[src/rtl/decode_stage_pipelined_if.sv]
// Bus between the IF/ID register, the write-back port and the decode stage.
// Handshake: if_valid qualifies if_instr/if_pc; the stage accepts the
// instruction on the rising edge unless stall_if=1, in which case the
// producer must hold if_valid/if_instr/if_pc unchanged into the next cycle.
// flush overrides everything and kills the instruction currently in ID.
interface decode_stage_pipelined_if #(
   parameter int XLEN  = 64,
   parameter int CNT_W = 16
);
   logic             if_valid;
   logic [31:0]      if_instr;
   logic [XLEN-1:0]  if_pc;
   logic             flush;
   logic             wb_reg_write;
   logic [4:0]       wb_rd_addr;
   logic [XLEN-1:0]  wb_rd_data;

   logic             stall_if;
   logic             ex_valid;
   logic [XLEN-1:0]  ex_pc;
   logic [XLEN-1:0]  ex_rs1_data;
   logic [XLEN-1:0]  ex_rs2_data;
   logic [XLEN-1:0]  ex_imm;
   logic [4:0]       ex_rs1_addr;
   logic [4:0]       ex_rs2_addr;
   logic [4:0]       ex_rd_addr;
   logic [3:0]       ex_funct;
   logic             ex_branch;
   logic             ex_mem_read;
   logic             ex_mem_to_reg;
   logic             ex_mem_write;
   logic             ex_alu_src;
   logic             ex_reg_write;
   logic             ex_illegal;
   logic [1:0]       ex_alu_op;
   logic [CNT_W-1:0] stall_count;
   logic [CNT_W-1:0] flush_count;

   modport master (
      output if_valid, if_instr, if_pc, flush, wb_reg_write, wb_rd_addr, wb_rd_data,
      input  stall_if, ex_valid, ex_pc, ex_rs1_data, ex_rs2_data, ex_imm,
             ex_rs1_addr, ex_rs2_addr, ex_rd_addr, ex_funct, ex_branch,
             ex_mem_read, ex_mem_to_reg, ex_mem_write, ex_alu_src,
             ex_reg_write, ex_illegal, ex_alu_op, stall_count, flush_count
   );

   modport slave (
      input  if_valid, if_instr, if_pc, flush, wb_reg_write, wb_rd_addr, wb_rd_data,
      output stall_if, ex_valid, ex_pc, ex_rs1_data, ex_rs2_data, ex_imm,
             ex_rs1_addr, ex_rs2_addr, ex_rd_addr, ex_funct, ex_branch,
             ex_mem_read, ex_mem_to_reg, ex_mem_write, ex_alu_src,
             ex_reg_write, ex_illegal, ex_alu_op, stall_count, flush_count
   );
endinterface

[src/rtl/decode_stage_pipelined.sv]
// RV64I-subset decode stage: control decode, register file with write-back
// bypass, immediate generation, ID/EX register with load-use stall and
// branch flush, and saturating stall/flush event counters.
module decode_stage_pipelined #(
   parameter int XLEN  = 64,
   parameter int CNT_W = 16
) (
   input logic clk,
   input logic rst,
   decode_stage_pipelined_if.slave bus
);
   localparam logic [6:0] OP_R  = 7'b0110011;
   localparam logic [6:0] OP_I  = 7'b0010011;
   localparam logic [6:0] OP_LD = 7'b0000011;
   localparam logic [6:0] OP_ST = 7'b0100011;
   localparam logic [6:0] OP_BR = 7'b1100011;
   localparam logic [CNT_W-1:0] CNT_MAX = '1;

   typedef struct packed {
      logic            valid;
      logic [XLEN-1:0] pc;
      logic [XLEN-1:0] rs1_data;
      logic [XLEN-1:0] rs2_data;
      logic [XLEN-1:0] imm;
      logic [4:0]      rs1_addr;
      logic [4:0]      rs2_addr;
      logic [4:0]      rd_addr;
      logic [3:0]      funct;
      logic            branch;
      logic            mem_read;
      logic            mem_to_reg;
      logic            mem_write;
      logic            alu_src;
      logic            reg_write;
      logic            illegal;
      logic [1:0]      alu_op;
   } idex_t;

   logic [31:0]      w_instr;
   logic [6:0]       w_opcode;
   logic [4:0]       w_rs1;
   logic [4:0]       w_rs2;
   logic             w_rs2_used;
   logic [XLEN-1:0]  w_rs1_data;
   logic [XLEN-1:0]  w_rs2_data;
   logic             w_hazard;
   logic             w_stall;
   idex_t            w_dec;
   idex_t            w_next;
   idex_t            r_idex;
   logic [XLEN-1:0]  r_regs [32];
   logic [CNT_W-1:0] r_stall_cnt;
   logic [CNT_W-1:0] r_flush_cnt;

   assign w_instr  = bus.if_instr;
   assign w_opcode = w_instr[6:0];
   assign w_rs1    = w_instr[19:15];
   assign w_rs2    = w_instr[24:20];

   // Register read with same-cycle write-back bypass; x0 always reads zero.
   always_comb begin
      w_rs1_data = '0;
      w_rs2_data = '0;
      if (bus.wb_reg_write && bus.wb_rd_addr != 5'd0 && bus.wb_rd_addr == w_rs1)
         w_rs1_data = bus.wb_rd_data;
      else if (w_rs1 != 5'd0)
         w_rs1_data = r_regs[w_rs1];
      if (bus.wb_reg_write && bus.wb_rd_addr != 5'd0 && bus.wb_rd_addr == w_rs2)
         w_rs2_data = bus.wb_rd_data;
      else if (w_rs2 != 5'd0)
         w_rs2_data = r_regs[w_rs2];
   end

   // Opcode decode into the candidate ID/EX contents.
   always_comb begin
      w_dec          = '0;
      w_rs2_used     = 1'b0;
      w_dec.valid    = 1'b1;
      w_dec.pc       = bus.if_pc;
      w_dec.rs1_data = w_rs1_data;
      w_dec.rs2_data = w_rs2_data;
      w_dec.rs1_addr = w_rs1;
      w_dec.rs2_addr = w_rs2;
      w_dec.rd_addr  = w_instr[11:7];
      w_dec.funct    = {w_instr[30], w_instr[14:12]};
      case (w_opcode)
         OP_R: begin
            w_dec.alu_op    = 2'b10;
            w_dec.reg_write = 1'b1;
            w_rs2_used      = 1'b1;
         end
         OP_I: begin
            w_dec.alu_op    = 2'b10;
            w_dec.alu_src   = 1'b1;
            w_dec.reg_write = 1'b1;
            w_dec.imm       = {{(XLEN-12){w_instr[31]}}, w_instr[31:20]};
         end
         OP_LD: begin
            w_dec.alu_src    = 1'b1;
            w_dec.mem_read   = 1'b1;
            w_dec.mem_to_reg = 1'b1;
            w_dec.reg_write  = 1'b1;
            w_dec.imm        = {{(XLEN-12){w_instr[31]}}, w_instr[31:20]};
         end
         OP_ST: begin
            w_dec.alu_src   = 1'b1;
            w_dec.mem_write = 1'b1;
            w_rs2_used      = 1'b1;
            w_dec.imm       = {{(XLEN-12){w_instr[31]}}, w_instr[31:25], w_instr[11:7]};
         end
         OP_BR: begin
            w_dec.alu_op = 2'b01;
            w_dec.branch = 1'b1;
            w_rs2_used   = 1'b1;
            w_dec.imm    = {{(XLEN-13){w_instr[31]}}, w_instr[31], w_instr[7],
                            w_instr[30:25], w_instr[11:8], 1'b0};
         end
         default: w_dec.illegal = 1'b1;
      endcase
   end

   // Load-use hazard against the load sitting in ID/EX; flush wins over stall.
   always_comb begin
      w_hazard = bus.if_valid & r_idex.valid & r_idex.mem_read &
                 (r_idex.rd_addr != 5'd0) &
                 ((r_idex.rd_addr == w_rs1) | (w_rs2_used & (r_idex.rd_addr == w_rs2)));
      w_stall  = w_hazard & ~bus.flush;
      w_next   = (bus.flush || w_hazard || !bus.if_valid) ? idex_t'('0) : w_dec;
   end

   // Register file write port; x0 is never written.
   always_ff @(posedge clk or posedge rst) begin
      if (rst) begin
         for (int i = 0; i < 32; i++) r_regs[i] <= '0;
      end else if (bus.wb_reg_write && bus.wb_rd_addr != 5'd0) begin
         r_regs[bus.wb_rd_addr] <= bus.wb_rd_data;
      end
   end

   // ID/EX pipeline register.
   always_ff @(posedge clk or posedge rst) begin
      if (rst) r_idex <= '0;
      else     r_idex <= w_next;
   end

   // Saturating stall and flush event counters.
   always_ff @(posedge clk or posedge rst) begin
      if (rst) begin
         r_stall_cnt <= '0;
         r_flush_cnt <= '0;
      end else begin
         if (w_stall && r_stall_cnt != CNT_MAX)
            r_stall_cnt <= r_stall_cnt + CNT_W'(1);
         if (bus.flush && bus.if_valid && r_flush_cnt != CNT_MAX)
            r_flush_cnt <= r_flush_cnt + CNT_W'(1);
      end
   end

   assign bus.stall_if      = w_stall;
   assign bus.ex_valid      = r_idex.valid;
   assign bus.ex_pc         = r_idex.pc;
   assign bus.ex_rs1_data   = r_idex.rs1_data;
   assign bus.ex_rs2_data   = r_idex.rs2_data;
   assign bus.ex_imm        = r_idex.imm;
   assign bus.ex_rs1_addr   = r_idex.rs1_addr;
   assign bus.ex_rs2_addr   = r_idex.rs2_addr;
   assign bus.ex_rd_addr    = r_idex.rd_addr;
   assign bus.ex_funct      = r_idex.funct;
   assign bus.ex_branch     = r_idex.branch;
   assign bus.ex_mem_read   = r_idex.mem_read;
   assign bus.ex_mem_to_reg = r_idex.mem_to_reg;
   assign bus.ex_mem_write  = r_idex.mem_write;
   assign bus.ex_alu_src    = r_idex.alu_src;
   assign bus.ex_reg_write  = r_idex.reg_write;
   assign bus.ex_illegal    = r_idex.illegal;
   assign bus.ex_alu_op     = r_idex.alu_op;
   assign bus.stall_count   = r_stall_cnt;
   assign bus.flush_count   = r_flush_cnt;
endmodule

[src/flat_wrapper.sv]
// flat-port wrapper written by rule: the top's interface ports become plain ports
module decode_stage_pipelined_flat 
#(
   parameter int XLEN  = 64,
   parameter int CNT_W = 16
)
  (clk, rst, bus_if_valid, bus_if_instr, bus_if_pc, bus_flush, bus_wb_reg_write, bus_wb_rd_addr, bus_wb_rd_data, bus_stall_if, bus_ex_valid, bus_ex_pc, bus_ex_rs1_data, bus_ex_rs2_data, bus_ex_imm, bus_ex_rs1_addr, bus_ex_rs2_addr, bus_ex_rd_addr, bus_ex_funct, bus_ex_branch, bus_ex_mem_read, bus_ex_mem_to_reg, bus_ex_mem_write, bus_ex_alu_src, bus_ex_reg_write, bus_ex_illegal, bus_ex_alu_op, bus_stall_count, bus_flush_count);
  decode_stage_pipelined_if #(.XLEN(XLEN), .CNT_W(CNT_W)) bus_i ();
  input logic clk;
  input logic rst;
  input wire logic [$bits(bus_i.if_valid)-1:0] bus_if_valid;
  input wire logic [$bits(bus_i.if_instr)-1:0] bus_if_instr;
  input wire logic [$bits(bus_i.if_pc)-1:0] bus_if_pc;
  input wire logic [$bits(bus_i.flush)-1:0] bus_flush;
  input wire logic [$bits(bus_i.wb_reg_write)-1:0] bus_wb_reg_write;
  input wire logic [$bits(bus_i.wb_rd_addr)-1:0] bus_wb_rd_addr;
  input wire logic [$bits(bus_i.wb_rd_data)-1:0] bus_wb_rd_data;
  output wire logic [$bits(bus_i.stall_if)-1:0] bus_stall_if;
  output wire logic [$bits(bus_i.ex_valid)-1:0] bus_ex_valid;
  output wire logic [$bits(bus_i.ex_pc)-1:0] bus_ex_pc;
  output wire logic [$bits(bus_i.ex_rs1_data)-1:0] bus_ex_rs1_data;
  output wire logic [$bits(bus_i.ex_rs2_data)-1:0] bus_ex_rs2_data;
  output wire logic [$bits(bus_i.ex_imm)-1:0] bus_ex_imm;
  output wire logic [$bits(bus_i.ex_rs1_addr)-1:0] bus_ex_rs1_addr;
  output wire logic [$bits(bus_i.ex_rs2_addr)-1:0] bus_ex_rs2_addr;
  output wire logic [$bits(bus_i.ex_rd_addr)-1:0] bus_ex_rd_addr;
  output wire logic [$bits(bus_i.ex_funct)-1:0] bus_ex_funct;
  output wire logic [$bits(bus_i.ex_branch)-1:0] bus_ex_branch;
  output wire logic [$bits(bus_i.ex_mem_read)-1:0] bus_ex_mem_read;
  output wire logic [$bits(bus_i.ex_mem_to_reg)-1:0] bus_ex_mem_to_reg;
  output wire logic [$bits(bus_i.ex_mem_write)-1:0] bus_ex_mem_write;
  output wire logic [$bits(bus_i.ex_alu_src)-1:0] bus_ex_alu_src;
  output wire logic [$bits(bus_i.ex_reg_write)-1:0] bus_ex_reg_write;
  output wire logic [$bits(bus_i.ex_illegal)-1:0] bus_ex_illegal;
  output wire logic [$bits(bus_i.ex_alu_op)-1:0] bus_ex_alu_op;
  output wire logic [$bits(bus_i.stall_count)-1:0] bus_stall_count;
  output wire logic [$bits(bus_i.flush_count)-1:0] bus_flush_count;
  assign bus_i.if_valid = bus_if_valid;
  assign bus_i.if_instr = bus_if_instr;
  assign bus_i.if_pc = bus_if_pc;
  assign bus_i.flush = bus_flush;
  assign bus_i.wb_reg_write = bus_wb_reg_write;
  assign bus_i.wb_rd_addr = bus_wb_rd_addr;
  assign bus_i.wb_rd_data = bus_wb_rd_data;
  assign bus_stall_if = bus_i.stall_if;
  assign bus_ex_valid = bus_i.ex_valid;
  assign bus_ex_pc = bus_i.ex_pc;
  assign bus_ex_rs1_data = bus_i.ex_rs1_data;
  assign bus_ex_rs2_data = bus_i.ex_rs2_data;
  assign bus_ex_imm = bus_i.ex_imm;
  assign bus_ex_rs1_addr = bus_i.ex_rs1_addr;
  assign bus_ex_rs2_addr = bus_i.ex_rs2_addr;
  assign bus_ex_rd_addr = bus_i.ex_rd_addr;
  assign bus_ex_funct = bus_i.ex_funct;
  assign bus_ex_branch = bus_i.ex_branch;
  assign bus_ex_mem_read = bus_i.ex_mem_read;
  assign bus_ex_mem_to_reg = bus_i.ex_mem_to_reg;
  assign bus_ex_mem_write = bus_i.ex_mem_write;
  assign bus_ex_alu_src = bus_i.ex_alu_src;
  assign bus_ex_reg_write = bus_i.ex_reg_write;
  assign bus_ex_illegal = bus_i.ex_illegal;
  assign bus_ex_alu_op = bus_i.ex_alu_op;
  assign bus_stall_count = bus_i.stall_count;
  assign bus_flush_count = bus_i.flush_count;
  decode_stage_pipelined #(.XLEN(XLEN), .CNT_W(CNT_W)) u_core (.clk(clk), .rst(rst), .bus(bus_i));
endmodule
[config.mk]
export PLATFORM = sky130hd
export DESIGN_NAME = decode_stage_pipelined_flat
export DESIGN_NICKNAME = d
export VERILOG_FILES = /design/src/rtl/decode_stage_pipelined_if.sv /design/src/rtl/decode_stage_pipelined.sv /design/src/flat_wrapper.sv
export SDC_FILE = /design/constraint.sdc
export NUM_CORES = 2
export LEC_CHECK = 0
export CORE_ASPECT_RATIO = 1.5
export CORE_MARGIN = 2
export CORE_UTILIZATION = 25
export CTS_CLUSTER_SIZE = 24
export DETAILED_ROUTE_END_ITERATION = 8
export DONT_BUFFER_PORTS = 1
export SLEW_MARGIN = 40
export SYNTH_ARGS = -nofsm -noshare
export SYNTH_HDL_FRONTEND = slang
export SYNTH_SLANG_ARGS = --single-unit
[constraint.sdc]
create_clock -name clk -period 66.4 [get_ports clk]
set_clock_uncertainty 0.2 [all_clocks]
set_input_delay 6.64 -clock clk [delete_from_list [all_inputs] [get_ports clk]]
set_output_delay 6.64 -clock clk [all_outputs]
set_load 0.005 [all_outputs]
==> metrics.txt <==
Peak VDD IR=0.0280 mV; Syn Nets=8285; Final Instance Count excl. Fillers=14000; post-layout min period=15.32 ns; core footprint=0.471 mm2; worst reg-to-reg setup slack=62.29 ns; Tot GR Track Use=0.174; hold path depth=0; clk buf depth=4; Chip Width=565 um; Synth Instances=8113; worst skew pair latency=0.95 ns; IO buf count=0; DP HPWL=235000 um; WL final=424000 um; Fmax=0.0653 GHz; clk slew on worst S/H paths=0.06 ns; period utilisation layout=0.231; die area=0.478 mm2; I/O pin count=488; post-DR wirelength/cell=30.3 um; GR Overflow Total=0; maximum fanout along the worst path=4; PnR worst setup slack=51.08 ns; clk sinks=2312; cts hold-fix bufs=0; first-pass GRT wire length=602000 um; CTS buffer count=243; Mapped Area=0.118 mm2; fin nets=7761; Synth area leader=dfrtp_1; RSZ-0062 raised after global routing=no; initial core utilization=0.251; Yosys top cell area share=0.489; count of final setup violators=0; Slew headroom=0.306; Root Buffer=clkbuf_16; worst slack, placed=50.98 ns; Ys Warns=0; Avg Cell Area, Syn=14.6 um2; Setup TNS Final=0 ns; most common cell after layout, fill and taps aside=dfrtp_1; Post-synth EDFFs=0; ratio of cells with drive above 1 in the final layout=0.466; remaining antenna violation count=0; Slew @ Worst Pin=1.04 ns; Hold Crit Start=u_core.r_regs[2014]; final hold vios=0; pwr/cell area=29.7 mW/mm2; Die H=846 um; DRT iter0 DRCs=6639; maxcap violations=0; placed cell count=13600; vias in the first global route=78300; critical path type=primary input to output port; DR vias/cell=5.35; reg-to-reg endpoint=u_core.bus.ex_rs2_data[8]; # rows=309; number of synthesized register bits=2312; routed vias=74900; number of iterations in the first detailed-routing pass=6; ys flop type=dfrtp_1; top post-synthesis cells by area=dfrtp_1 (49%), mux2_2 (20%), mux4_2 (18%); worst hold endpoint=u_core.r_regs[2014]; max-slew violations=0; Area Growth Syn to Fin=12.0%; leakage=55.8 nW; DRC violation count after routing=0; Crit Reg-Reg Startpoint=u_core.bus.ex_rd_addr[0]; WP data required=59.56 ns; Yosys cell types=63; antenna violations before repair=25; CTS tree=built; largest net degree at the start of global routing=565; async set-reset flop share out of synthesis=1.00; final RePlAce weighted congestion=0.758; hold crit path type=flop to flop; Worst Setup Start Kind=primary input; post-synthesis sequential area ratio=0.489; Crit path arrival time=8.48 ns; Gates resized, CTS repair=0; post-CTS setup buffers=0; htree depth=4; r2r worst-path depth=9; commonest non-fill, non-tap cells in the layout=dfrtp_1 (2311), mux2_2 (2063), mux4_2 (933); Worst setup EP type=output port; status=completed
-- cells in the mapped netlist (9+ instances only) --
master	count
a2bb2oi_1	12
nand2_1	347
a211oi_1	15
xnor2_1	34
mux2_2	2063
mux2i_1	279
a21oi_1	221
buf_2	290
buf_4	111
clkbuf_1	503
nor2b_1	10
buf_1	37
o22ai_1	133
dfrtp_1	2312
xor2_1	16
a22oi_1	157
o221ai_1	54
mux4_2	933
nor2_1	104
a31oi_1	17
o21ai_0	46
and2_1	90
o211ai_1	75
inv_1	16
and3_1	9
nand3_1	134
nand4_1	11
-- area by class of cell --
class | count | area, um2
inverters | 18 | 83.8
multi-input cells | 4840 | 56400
clock buffers | 367 | 7280
flip-flops and latches | 2312 | 57900
repair buffers | 174 | 2140
diodes | 6 | 15.0
well taps | 6220 | 7780
clock inverters | 67 | 845
fillers | 47400 | 339000
-- how the worst max path moves through the flow --
stage / from / slack (ns) / to
4_1_cts: bus_if_instr[17] / 50.99 / bus_stall_if
6_report: bus_if_instr[3] / 51.08 / bus_stall_if
3_3_place_gp: bus_if_instr[15] / 50.81 / bus_stall_if
2_1_floorplan: rst / 27.43 / u_core.bus.ex_alu_op[0]
3_5_place_dp: bus_if_instr[3] / 50.98 / bus_stall_if
5_1_grt: bus_if_instr[3] / 50.91 / bus_stall_if
-- worst max-delay path, cell delays in order --
cell       delay, ns
nor4bb_1        0.48
nand3_1         0.17
a2bb2oi_2       0.24
or2_2           0.38
nor2_1          0.56
-- report_power, final --
| group | total, W | switching, W | internal [W] |
|---|---|---|---|
| Sequential | 0.00184 | 0.000188 | 0.00165 |
| Clock | 0.00142 | 0.000595 | 0.000821 |
| Combinational | 0.000674 | 0.000245 | 0.000429 |
| Total | 0.00393 | 0.00103 | 0.00290 |
-- stage by stage --
stage               area [um2]  power (W)  hold WS (ns)  utilization
floorplan               118000    0.00240         0.241            -
global placement        123000    0.00248         0.176        0.261
detailed placement      124000    0.00252         0.182        0.263
CTS                     132000    0.00394         0.197        0.280
global route            132000    0.00409         0.205        0.281
finish                  132000    0.00393         0.193        0.281
-- routing by layer --
layer,share of wire,GRT usage
met1,0.39,0.214
met2,0.48,0.290
met3,0.097,0.0513
met4,0.035,0.0557
met5,0.000031,0
-- cell families (layout without fill, tap and decap cells) --
kind of cell    after synthesis  after routing  share of synthesized area
fa+ha+maj                     2              2                   0.000212
buf+inv                     961            626                     0.0372
compound gates              757            757                     0.0418
flops                      2312           2312                      0.489
simple gates                756            756                     0.0298
other cells                   0              6                          0
mux                        3275           3275                      0.398
xor+xnor                     50             50                    0.00370
-- state kept, by name, summed over array words and instances, names as in the netlist, 13 cells and up --
name and flops:
u_core.r_regs 2048, u_core.bus.ex_imm 13, u_core.bus.stall_count 16, u_core.bus.ex_rs2_data 64, u_core.bus.flush_count 16, u_core.bus.ex_pc 64, u_core.bus.ex_rs1_data 64
Note: power is estimated with default switching activity, not from simulation.
